[config.mk]
export PLATFORM = sky130hd
export DESIGN_NAME = fetch_unit
export DESIGN_NICKNAME = d
export VERILOG_FILES = /design/src/rtl/fetch_unit.sv
export SDC_FILE = /design/constraint.sdc
export NUM_CORES = 1
export LEC_CHECK = 0
export ABC_AREA = 1
export ABC_CLOCK_PERIOD_IN_PS = 3200
export BUFFER_PORTS_ARGS = -buffer_cell sky130_fd_sc_hd__buf_2
export CAP_MARGIN = 10
export CORE_MARGIN = 4
export CORE_UTILIZATION = 40
export DETAILED_ROUTE_END_ITERATION = 7
export PLACE_DENSITY_LB_ADDON = 0.25
export SYNTH_ARGS = -nofsm -noshare
export SYNTH_HDL_FRONTEND = slang
export SYNTH_SLANG_ARGS = --single-unit
[constraint.sdc]
create_clock -name clk -period 3.2 [get_ports clk]
set_input_delay 0.16 -clock clk [delete_from_list [all_inputs] [get_ports clk]]
set_output_delay 0.16 -clock clk [all_outputs]
set_load 0.02 [all_outputs]
[src/rtl/fetch_unit.sv]
// fetch_unit: instruction fetch front end driving the ICache CPU port.
// One outstanding read at a time; results queued with their PC for decode.
module fetch_unit #(
    parameter logic [31:0] RESET_VECTOR = 32'h0000_0000,
    parameter int          FIFO_DEPTH   = 4
) (
    input  logic        clk,
    input  logic        reset,
    output logic        read_request,
    output logic [31:0] addr,
    input  logic        read_response,
    input  logic [31:0] read_data,
    output logic        instr_valid,
    output logic [31:0] instr_data,
    output logic [31:0] instr_pc,
    input  logic        instr_ready,
    input  logic        redirect_valid,
    input  logic [31:0] redirect_pc
);
    localparam int AW = $clog2(FIFO_DEPTH);
    localparam int CW = AW + 1;
    localparam logic [CW-1:0] DEPTH_C = CW'(FIFO_DEPTH);

    typedef enum logic [1:0] {
        S_IDLE,
        S_REQ,
        S_DISCARD
    } state_t;

    state_t        r_state;
    state_t        w_state_next;
    logic [31:0]   r_fetch_pc;
    logic [31:0]   w_fetch_pc_next;
    logic [31:0]   r_addr;
    logic [31:0]   w_addr_next;
    logic [31:0]   r_q_data [FIFO_DEPTH];
    logic [31:0]   r_q_pc   [FIFO_DEPTH];
    logic [AW-1:0] r_wr_ptr;
    logic [AW-1:0] r_rd_ptr;
    logic [CW-1:0] r_count;
    logic [CW-1:0] w_count_next;
    logic          w_push;
    logic          w_pop;
    logic          w_flush;
    logic          w_room;
    logic [31:0]   w_redirect_pc;
    logic [31:0]   w_addr_inc;

    // Queue bookkeeping: a redirect flushes and overrides push/pop
    always_comb begin
        w_flush       = redirect_valid;
        w_pop         = (r_count != '0) && instr_ready;
        w_push        = (r_state == S_REQ) && read_response
                        && !redirect_valid;
        w_count_next  = r_count + CW'(w_push) - CW'(w_pop);
        if (w_flush) begin
            w_count_next = '0;
        end
        w_room        = (w_count_next < DEPTH_C);
        w_redirect_pc = {redirect_pc[31:2], 2'b00};
        w_addr_inc    = r_addr + 32'd4;
    end

    // Fetch FSM next-state, next PC/address and request output
    always_comb begin
        w_state_next    = r_state;
        w_fetch_pc_next = r_fetch_pc;
        w_addr_next     = r_addr;
        read_request    = 1'b0;
        unique case (r_state)
            S_IDLE: begin
                if (redirect_valid) begin
                    w_fetch_pc_next = w_redirect_pc;
                end else if (w_room) begin
                    w_addr_next  = r_fetch_pc;
                    w_state_next = S_REQ;
                end
            end
            S_REQ: begin
                read_request = 1'b1;
                if (redirect_valid) begin
                    w_fetch_pc_next = w_redirect_pc;
                    w_state_next    = read_response ? S_IDLE
                                                    : S_DISCARD;
                end else if (read_response) begin
                    w_fetch_pc_next = w_addr_inc;
                    if (w_room) begin
                        w_addr_next = w_addr_inc;
                    end else begin
                        w_state_next = S_IDLE;
                    end
                end
            end
            S_DISCARD: begin
                read_request = 1'b1;
                if (redirect_valid) begin
                    w_fetch_pc_next = w_redirect_pc;
                end
                if (read_response) begin
                    w_state_next = S_IDLE;
                end
            end
            default: begin
                w_state_next = S_IDLE;
            end
        endcase
    end

    // FSM state, fetch PC and outstanding request address
    always_ff @(posedge clk or negedge reset) begin
        if (!reset) begin
            r_state    <= S_IDLE;
            r_fetch_pc <= RESET_VECTOR;
            r_addr     <= RESET_VECTOR;
        end else begin
            r_state    <= w_state_next;
            r_fetch_pc <= w_fetch_pc_next;
            r_addr     <= w_addr_next;
        end
    end

    // Instruction queue storage, pointers and occupancy
    always_ff @(posedge clk or negedge reset) begin
        if (!reset) begin
            r_wr_ptr <= '0;
            r_rd_ptr <= '0;
            r_count  <= '0;
            for (int i = 0; i < FIFO_DEPTH; i++) begin
                r_q_data[i] <= '0;
                r_q_pc[i]   <= '0;
            end
        end else begin
            r_count <= w_count_next;
            if (w_flush) begin
                r_wr_ptr <= '0;
                r_rd_ptr <= '0;
            end else begin
                if (w_push) begin
                    r_q_data[r_wr_ptr] <= read_data;
                    r_q_pc[r_wr_ptr]   <= r_addr;
                    r_wr_ptr           <= r_wr_ptr + AW'(1);
                end
                if (w_pop) begin
                    r_rd_ptr <= r_rd_ptr + AW'(1);
                end
            end
        end
    end

    assign addr        = r_addr;
    assign instr_valid = (r_count != '0);
    assign instr_data  = r_q_data[r_rd_ptr];
    assign instr_pc    = r_q_pc[r_rd_ptr];

endmodule

# Word level (Yosys, flattened, before mapping)
# Index checks and enable logic that the tools add are counted.
# W data, S select, Z words.
# totals
ff_bits,329
out_inout_bits,98
input_bits,69
# op_classes
eq_ne,11
mux,34
n_reduce_logical,17
order_cmp,4
addsub,5
bitwise_logic,3
# ops
op,count
$mux W32,13
$bwmux W128,2
$bmux W32 S2,2
$pmux W32 S2,2
$demux W32 S2,1
$add A32 B3 Y32 const B,1
$mux W2,11
$ne A2 B2 Y1 const B,6
$reduce_bool A2 Y1,4
$ge A3 B3 Y1 const B,2
$ne A3 B3 Y1 const B,2
$not A2 Y3,2
$pmux W2 S3,1
$reduce_and A6 Y1,1
$reduce_and A5 Y1,1
$add A2 B1 Y2 const B,2
$logic_and A1 B1 Y1,4
$reduce_or A2 Y1,2
$add A3 B1 Y3,1
$lt A3 B1 Y1 const B,1
$lt A3 B3 Y1 const B,1
$mux W3,1
$reduce_and A3 Y1,1
$reduce_bool A3 Y1,1
other kinds (9),9

# Depth between registers and ports, before layout
# logic_depth
word_depth,11
mapped_depth,21
mapped_depth_nobuf,19

# Worst setup path after synthesis
# OpenSTA, ideal clock, no wires.
# synth_timing
path_type,register -> register
from,register r_state[1]
to,"register r_addr[26], in the netlist addr[26]"
arrival_ns,2.626
required_ns,3.083
path_slack_ns,0.457
n_path_buf,2
stages_incl_launch_ff,21
setup_time_ns,0.117
path_cell_list,dfrtp_1 -> inv_1 -> ha_1 -> inv_1 -> nor3_4 -> inv_1 -> ha_1 -> inv_1 -> ha_1 -> inv_1 -> fa_1 -> inv_1 -> nand2_1 -> nand2_1 -> nand2_1 -> nand2_1 -> nand2_2 -> buf_6 -> buf_2 -> nand2_1 -> nand2_1
# synth_via
elab_chain_len,9
word_cells_on_any_way,16
classes_between,2 x add/sub; 1 x order compare; 6 x eq/ne; 2 x mux; 5 x reduce/logical
# synth_rtl
element,line,rtl
from (decl),30,state_t r_state;
from (signal assigned),116,r_state <= w_state_next;
$eq A2 B1 Y1,"53, 70",
$logic_and A1 B1 Y1,53,w_push = (r_state == S_REQ) && read_response
$logic_and A1 B1 Y1,54,&& !redirect_valid;
$add A3 B1 Y3,55,w_count_next = r_count + CW'(w_push) - CW'(w_pop);
$sub A3 B1 Y3,55,
$mux W3,56,if (w_flush) begin
$lt A3 B3 Y1,59,w_room = (w_count_next < DEPTH_C);
$ne A2 B2 Y1 (no source line),-,
$reduce_and A6 Y1 (no source line),-,
to (signal assigned),118,r_addr <= w_addr_next;
to (decl),34,logic [31:0] r_addr;
# Several ways; a longest one is shown, not always the timed one.
# A chain may end at the register's enable or synchronous reset.

# Worst setup path in the final report
# layout_timing
from,register r_state[1]
to,"register r_addr[21], in the netlist addr[21]"
# Same word-level chain as after synthesis.

==> flow_metrics.env <==
export IMPL_outcome="completed"
export IMPL_synthDominantCellAreaShare_pct=53.6
export IMPL_antenna_found_initial=0
export IMPL_slew_viol_final=0
export IMPL_clk_pin_slew_ns=0.06
export IMPL_start_kind="flop"
export IMPL_whs_path_depth=5
export IMPL_wire_per_inst_um=16.4
export IMPL_cts_root_buffer="clkbuf_16"
export IMPL_critPathKind="flop to flop"
export IMPL_dieWidth_um=204
export IMPL_synth_area_per_cell_um2=7.95
export IMPL_diodes=0
export IMPL_drive_gt1_share_pct=12.8
export IMPL_cts_sink_count=329
export IMPL_die_h_um=204
export IMPL_ys_warn_count=0
export IMPL_final_cell_mix="nand2_1 (516), o21ai_0 (422), dfrtp_1 (327)"
export IMPL_cts_resized=0
export IMPL_die_area_mm2=0.0416
export IMPL_max_freq_mhz=353
export IMPL_fin_skew_ns=0.0172
export IMPL_hold_viol_final=0
export IMPL_yosysTopAreaCell="dfrtp_1"
export IMPL_reg2reg_to="addr[21]"
export IMPL_setup_violations_final=0
export IMPL_ys_top_cells_by_area="dfrtp_1 (54%), o21ai_0 (14%), nand2_1 (13%)"
export IMPL_globalplace_congestion=0.867
export IMPL_ys_seq_area_share_pct=53.6
export IMPL_n_fill_cell=3713
export IMPL_rr_worst_depth=19
export IMPL_drc=0
export IMPL_grt_max_degree=91
export IMPL_hp_class="input pin to flop"
export IMPL_yosysUniqueCellTypes=28
export IMPL_syn_inst=1931
export IMPL_viasPerCell=5.15
export IMPL_pwr_density_cell_mw_per_mm2=952
export IMPL_period_share_pct=88.5
export IMPL_clk_path_buf_depth=3
export IMPL_rows=71
export IMPL_critPathRequiredTime_ns=3.62
export IMPL_cp_end_kind="flop"
export IMPL_power_mw=17.6
export IMPL_ant_nets=0
export IMPL_hpwl_um=27300
export IMPL_io_pins=167
export IMPL_hold_start="redirect_pc[27]"
export IMPL_initial_core_util_pct=40.6
export IMPL_cp_max_fo=37
export IMPL_cts_tree="yes"
export IMPL_dr_pass1_iters=7
export IMPL_track_usage_pct=20.8
export IMPL_cp_data_arrival_time_ns=3.25
export IMPL_io_buffers=164
export IMPL_rrSetupSlack_ns=0.37
export IMPL_vias=13600
export IMPL_insertion_delay_ns=0.53
export IMPL_syn_num_nets=2011
export IMPL_slew_headroom_pct=41.6
export IMPL_worstMarginPinSlew_ns=0.876
export IMPL_ys_seq_elements=329
export IMPL_grt_pass1_vias=13000
export IMPL_area_growth_pct=20.3
export IMPL_h_tree_depth=2
export IMPL_gr_total_overflow=0
export IMPL_leakagePower_nw=8.91
export IMPL_final_common_cell="nand2_1"
export IMPL_setup_tns_final_ns=0
export IMPL_ir_drop_v=0.000569
export IMPL_cap_violations=0
export IMPL_drtIter0Drc=1236
export IMPL_grt_pass1_wl_um=70400
export IMPL_period_needed_ns=2.83
export IMPL_rsz0062_at_grt="false"
export IMPL_synth_area_mm2=0.0153
export IMPL_r2r_start="r_state[1]"
export IMPL_finalWirelength_um=43200
export IMPL_core_area_mm2=0.0378
export IMPL_cts_buffers=37
export IMPL_min_to="r_fetch_pc[27]"
export IMPL_finalNetCount=2181
[final cells by class]
cell class	count	area, um2	area share (%)
Multi-Input combinational cell	1380	6230	33.7
Timing Repair Buffer	254	1780	9.62
Tap cell	511	639	3.46
Inverter	99	374	2.03
Clock buffer	57	1140	6.19
Sequential cell	329	8240	44.6
Clock inverter	7	66.3	0.359
[flip-flops by register name, indices dropped and copies added, names as in the netlist]
register / count
r_state: 2
r_q_data: 128
r_wr_ptr: 2
addr: 32
r_rd_ptr: 2
r_count: 3
r_q_pc: 128
r_fetch_pc: 32
[timing repair]
| item | in CTS | in global routing |
|---|---|---|
| hold buffers | 63 | 0 |
| hold endpoints to repair | 237 | 0 |
| buffers inserted | 0 | 0 |
[how the worst max path moves through the flow]
stage | start | to | slack (ns)
2_1_floorplan | r_state[1] | addr[26] | 0.46
3_3_place_gp | r_state[1] | addr[21] | 0.47
3_5_place_dp | r_state[1] | addr[18] | 0.37
4_1_cts | r_state[1] | addr[18] | 0.35
5_1_grt | r_state[1] | addr[18] | 0.009
6_report | r_state[1] | addr[21] | 0.37
[cells by family (layout without fill, tap and decap cells)]
kind of cell | Yosys count | count (layout) | share of synthesized area (%)
xor+xnor | 3 | 3 | 0.171
compound gates | 522 | 522 | 17.6
fa+ha+maj | 11 | 11 | 0.946
simple gates | 844 | 844 | 21.6
flops | 329 | 329 | 53.6
buf+inv | 222 | 417 | 6.03
[power breakdown]
part	internal [mW]	switching [mW]
Combinational	2.26	4.72
Sequential	5.49	0.905
Clock	2.53	1.67
[per-layer routing]
metal / track usage [%] / up-vias / part of all wire, %
met2: 32.7 / 418 / 45
met3: 2.81 / 57 / 6.1
met1: 30.5 / 6453 / 46
met5: 0 / - / 0
met4: 5.49 / 0 / 2.2
li1: - / 6648 / -
[synthesized netlist by cell type]
cell / n
nand3b_1: 1
nand2_1: 520
clkinv_1: 1
clkbuf_1: 69
o21ai_2: 1
nand3_1: 65
or2_2: 3
o22ai_1: 65
nand2_2: 2
buf_4: 2
xor2_1: 3
fa_1: 1
ha_1: 10
buf_6: 2
buf_2: 46
nor3_4: 1
nor3_1: 1
buf_8: 1
dfrtp_1: 329
o21a_1: 1
nand4_1: 2
nor2_1: 238
o21ai_0: 422
nor2_2: 11
a21oi_1: 31
inv_1: 98
buf_1: 3
a22oi_1: 2
[critical path, stage by stage, from the launching register on]
cell and delay [ns]:
dfrtp_1 0.41, inv_1 0.09, ha_1 0.17, inv_1 0.08
nor3_4 0.12, inv_1 0.06, ha_1 0.29, inv_1 0.06
ha_1 0.13, inv_1 0.04, fa_1 0.37, nand3_1 0.09
nand2_1 0.10, nand2_1 0.10, nand2_1 0.08, nand2_2 0.12
buf_12 0.21, nor2_1 0.06, nand2_1 0.05, nand2_1 0.05
[metrics by stage]
stage | hold slack [ns] | util, % | setup slack, ns | instances | instance area, um2
after global placement | 0.224 | 44.0 | 0.467 | 2510 | 16600
final | 0.0197 | 48.9 | 0.370 | 2637 | 18500
after CTS | 0.00631 | 48.9 | 0.352 | 2637 | 18500
after detailed placement | 0.223 | 44.0 | 0.372 | 2510 | 16600
after global routing | 0.0397 | 48.9 | 0.00928 | 2637 | 18500
after floorplan | -0.136 | - | 0.457 | 1931 | 15300
Power figures use the tool's default switching activity.
